[config.mk]
export PLATFORM = sky130hd
export DESIGN_NAME = rr_arbiter8
export DESIGN_NICKNAME = d
export VERILOG_FILES = /design/src/rtl/arb_pkg.sv /design/src/rtl/rr_pick8.sv /design/src/rtl/rr_arbiter8.sv
export SDC_FILE = /design/constraint.sdc
export NUM_CORES = 1
export LEC_CHECK = 0
export ABC_AREA = 1
export CORE_MARGIN = 2
export CORE_UTILIZATION = 54
export DETAILED_ROUTE_END_ITERATION = 7
export GPL_TIMING_DRIVEN = 1
export PLACE_DENSITY = 0.84
export SYNTH_ARGS = -nofsm -noshare
export SYNTH_HDL_FRONTEND = slang
export SYNTH_SLANG_ARGS = --single-unit
[constraint.sdc]
create_clock -name clk -period 3.5 [get_ports clk]
set_clock_uncertainty 0.05 [all_clocks]
set_input_delay 0.7 -clock clk [delete_from_list [all_inputs] [get_ports clk]]
set_output_delay 0.7 -clock clk [all_outputs]
set_load 0.03 [all_outputs]
[src/rtl/arb_pkg.sv]
// Shared types and helpers for the 8-way round-robin arbiter.
package arb_pkg;

  localparam int N_REQ = 8;
  localparam int IDX_W = 3;

  typedef enum logic {
    IDLE = 1'b0,
    OWN  = 1'b1
  } state_e;

  // OR-encoding of a one-hot (or zero) vector; zero maps to index 0.
  function automatic logic [IDX_W-1:0] onehot_to_idx(input logic [N_REQ-1:0] g);
    logic [IDX_W-1:0] idx;
    idx[0] = g[1] | g[3] | g[5] | g[7];
    idx[1] = g[2] | g[3] | g[6] | g[7];
    idx[2] = g[4] | g[5] | g[6] | g[7];
    return idx;
  endfunction

endpackage

[src/rtl/rr_pick8.sv]
// Combinational round-robin pick: first set request bit at or after ptr, wrapping mod 8.
module rr_pick8
  import arb_pkg::*;
(
  input  logic [N_REQ-1:0] req,
  input  logic [IDX_W-1:0] ptr,
  output logic             found,
  output logic [IDX_W-1:0] sel_idx
);

  logic [2*N_REQ-1:0] rot_wide;
  logic [N_REQ-1:0]   rot;
  logic [IDX_W-1:0]   off;

  always_comb begin
    rot_wide = {req, req} >> ptr;
    rot      = rot_wide[N_REQ-1:0];
    found    = 1'b0;
    off      = '0;
    // Descending scan so the lowest set bit of the rotated vector wins.
    for (int i = N_REQ - 1; i >= 0; i--) begin
      if (rot[i]) begin
        found = 1'b1;
        off   = i[IDX_W-1:0];
      end
    end
    sel_idx = off + ptr;
  end

endmodule

[src/rtl/rr_arbiter8.sv]
// Round-robin arbiter with locked grants, optional hold timeout and registered outputs.
module rr_arbiter8
  import arb_pkg::*;
#(
  parameter int MAX_HOLD = 16,
  parameter int HOLD_W   = 5
) (
  input  logic             clk,
  input  logic             reset,
  input  logic [N_REQ-1:0] req,
  output logic [N_REQ-1:0] gnt,
  output logic [IDX_W-1:0] gnt_idx,
  output logic             gnt_valid,
  output logic             preempt
);

  localparam logic [HOLD_W-1:0] HOLD_LIMIT = MAX_HOLD[HOLD_W-1:0];
  // With no timeout the counter simply parks at all-ones.
  localparam logic [HOLD_W-1:0] HOLD_SAT   = (MAX_HOLD == 0) ? {HOLD_W{1'b1}} : HOLD_LIMIT;
  localparam logic [HOLD_W-1:0] HOLD_ONE   = {{(HOLD_W-1){1'b0}}, 1'b1};

  state_e           state;
  logic [IDX_W-1:0] ptr;
  logic [HOLD_W-1:0] hold_cnt;

  logic             found;
  logic [IDX_W-1:0] sel_idx;
  logic [N_REQ-1:0] sel_onehot;

  rr_pick8 u_pick (
    .req     (req),
    .ptr     (ptr),
    .found   (found),
    .sel_idx (sel_idx)
  );

  assign sel_onehot = {{(N_REQ-1){1'b0}}, 1'b1} << sel_idx;

  always_ff @(posedge clk) begin
    if (reset) begin
      state     <= IDLE;
      ptr       <= '0;
      hold_cnt  <= '0;
      gnt       <= '0;
      gnt_idx   <= '0;
      gnt_valid <= 1'b0;
      preempt   <= 1'b0;
    end else begin
      case (state)
        IDLE: begin
          preempt <= 1'b0;
          if (found) begin
            state     <= OWN;
            gnt       <= sel_onehot;
            gnt_idx   <= onehot_to_idx(sel_onehot);
            gnt_valid <= 1'b1;
            hold_cnt  <= HOLD_ONE;
          end
        end
        OWN: begin
          // Release takes precedence over a coincident timeout: no preempt then.
          if (!req[gnt_idx] || (MAX_HOLD != 0 && hold_cnt == HOLD_LIMIT)) begin
            state     <= IDLE;
            ptr       <= gnt_idx + 3'd1;
            hold_cnt  <= '0;
            gnt       <= '0;
            gnt_idx   <= '0;
            gnt_valid <= 1'b0;
            preempt   <= req[gnt_idx];
          end else begin
            preempt <= 1'b0;
            if (hold_cnt != HOLD_SAT) hold_cnt <= hold_cnt + HOLD_ONE;
          end
        end
        default: begin
          state     <= IDLE;
          gnt       <= '0;
          gnt_idx   <= '0;
          gnt_valid <= 1'b0;
          preempt   <= 1'b0;
        end
      endcase
    end
  end

endmodule

==> impl_metrics.tcl <==
set metrics [dict create \
    outcome "complete, but fails checks" \
    violations "DRC" \
    cts_tree "built" \
    clock.fmax_mhz 311 \
    drc 1 \
    area_growth_pct 16.8 \
    end_kind "flip-flop" \
    postCtsSetupBuffers 0 \
    die_height_um 58.9 \
    drt_wl_total_mm 3.60 \
    avgSynthCellArea_um2 6.56 \
    netlist.area_leader.share_pct 27.1 \
    final_util_pct 67.7 \
    ctsHoldBuffers 0 \
    drtIter0Drc 96 \
    hold_viol 0 \
    postLayoutCellArea_um2 1900 \
    fin_crit_sh_pct 91.9 \
    grtUsageTotal_pct 23.2 \
    finalNetCount 287 \
    num_rows 19 \
    slew_headroom_pct 60.5 \
    grt-busiest-layer "met2" \
    wire_per_inst_um 11.9 \
    via_count 1616 \
    synthTopCellsByArea "dfxtp_1, nand2_1, nand3_1, nor2_1, nand2_2" \
    yosys_warnings 0 \
    antenna_cells 0 \
    place_area_um2 1860 \
    powerDensity_nw_per_um2 810 \
    n_fill_cell 268 \
    vias_per_cell 5.35 \
    rsz0062_at_grt "no" \
    synth_top_cell_by_area "dfxtp_1" \
    layout-drive-gt1-share_pct 14.4 \
    period_needed_ns 3.22 \
    netlist_area_um2 1630 \
    drtPass1Iterations 7 \
    grt_pass1_wl_mm 6.32 \
    final_cells 302 \
    grt.met2_usage_pct 37.1 \
    leakage_uw 0.000797 \
    gp_congestion 0.877 \
    cts_buffers 3 \
    grt_pass1_vias 1413 \
    cp.required_ns 3.69 \
    synth.net_count 263 \
    ctsResizeCount 0 \
    ff_latch_area_um2 440 \
    cts_buffer_depth 2 \
    finalPower_uw 1540 \
    port-buffer-count 22 \
    mostFrequentLayoutCells "nand2_1, nand3_1, nor2_1, dfxtp_1, clkdlybuf4s50_1" \
    hp-class "flip-flop to flip-flop" \
    drv_cap 0 \
    ioPinCount 23 \
    setup_viol 0 \
    path_clk_slew_ns 0.11 \
    multi_input_area_um2 1040 \
    r2r_slack_ns 0.49 \
    peakVddDrop_mv 0.547 \
    crit_type "primary input to flip-flop" \
    overflow 0 \
    die_w_um 58.9 \
    critPathMaxFanout 8 \
    final_common_cell "nand2_1" \
    syn-instance-count 248 \
    place_inst 298 \
    h-tree-depth 1 \
    start_util_pct 58.0 \
    ys_types 29 \
    grt_antenna_before_repair 0 \
    cts-root-buf "clkbuf_4" \
    clk-insertion-delay-late_ns 0.31 \
    antenna_left 0 \
    tightest_slew_ns 0.591 \
    coreArea_um2 2810 \
    met1_usage_pct 33.1 \
    synth_seq_cells 22 \
    grt_max_degree 18 \
    grtUsageMet3_pct 2.64 \
    crit_path_start_kind "primary input" \
    dp_hpwl_mm 2.86 \
    cts.sinks 22 \
    cp.arrival_ns 3.40 \
    slew_violations 0 \
    seq_area_frac_synth_pct 27.1 \
    dieArea_um2 3470 \
]
## sequential cells by signal, indices dropped and copies added (netlist names)
register and flops:
hold_cnt 5, gnt_valid 1, state 1, gnt 8, ptr 3, gnt_idx 3
preempt 1
## where the power goes
group          total, uW  switching [uW]  leakage (uW)  internal [uW]
combinational       1010             634      0.000596            379
clock                138            74.7     0.0000210           63.6
sequential           388            81.3      0.000179            306
## cells in the mapped netlist, drive strengths merged
master,instances
clkbuf,2
nand4,3
a21oi,15
buf,6
xor2,2
inv,21
mux2i,1
nand3,44
o21a,2
nand3b,1
o21ai,13
o21bai,1
nor4,1
a21boi,1
nand2,74
nor2,33
dfxtp,22
o211ai,1
fa,1
ha,4
## layer usage
metal | part of all wire [%] | vias to the layer above
met5 | 0 | -
met2 | 47 | 33
met4 | 1.3 | 0
li1 | - | 865
met1 | 48 | 712
met3 | 4.0 | 6
## cell type report
cell class / count / share of cell area [%]
tap: 31 / 2.04
multi-input combinational: 197 / 54.7
inverter: 21 / 4.55
clock buffer: 4 / 1.91
timing repair buffer: 27 / 13.6
sequential: 22 / 23.2
## final timing paths
kind / startpoint / endpoint / cells past startpoint
setup reg to reg: ptr[0]$_SDFFE_PP0P_ / gnt[3]$_SDFFE_PP0P_ / 18
hold / removal: gnt_valid$_SDFFE_PP0P_ / gnt_valid$_SDFFE_PP0P_ / 2
setup / recovery: req[5] / gnt[3]$_SDFFE_PP0P_ / 18
hold reg to reg: gnt_valid$_SDFFE_PP0P_ / gnt_valid$_SDFFE_PP0P_ / 2
## worst max-delay path, cell delays in order
cell             delay, ns
clkdlybuf4s50_1       0.48
nand2_1               0.14
nand3_2               0.09
nand2_1               0.11
nand2_1               0.05
nand2_1               0.09
a21oi_1               0.06
o21ai_0               0.14
nand2_1               0.06
a21boi_0              0.16
ha_1                  0.16
inv_1                 0.05
fa_1                  0.37
xor2_1                0.16
nand3b_1              0.19
nand2_2               0.16
nand3_1               0.10
a21oi_1               0.14
## cells by family after synthesis
family / synth area share [%]
and+or+nand+nor: 47.0
xor gates and xnor gates: 1.08
AOI/OAI and AO/OA: 10.9
buffers and inverters: 9.00
muxes: 0.615
DFF: 27.1
adders and majority gates: 4.31
## through the flow
stage	setup TNS [ns]	setup slack [ns]	hold slack, ns
after global routing	0	0.00266	0.465
after detailed placement	-0.208	-0.0491	0.424
after global placement	-0.0110	-0.0103	0.408
final	0	0.284	0.434
after CTS	0	0.284	0.443
after floorplan	0	0.702	0.418
No activity file was read; power rests on OpenSTA's default activity.
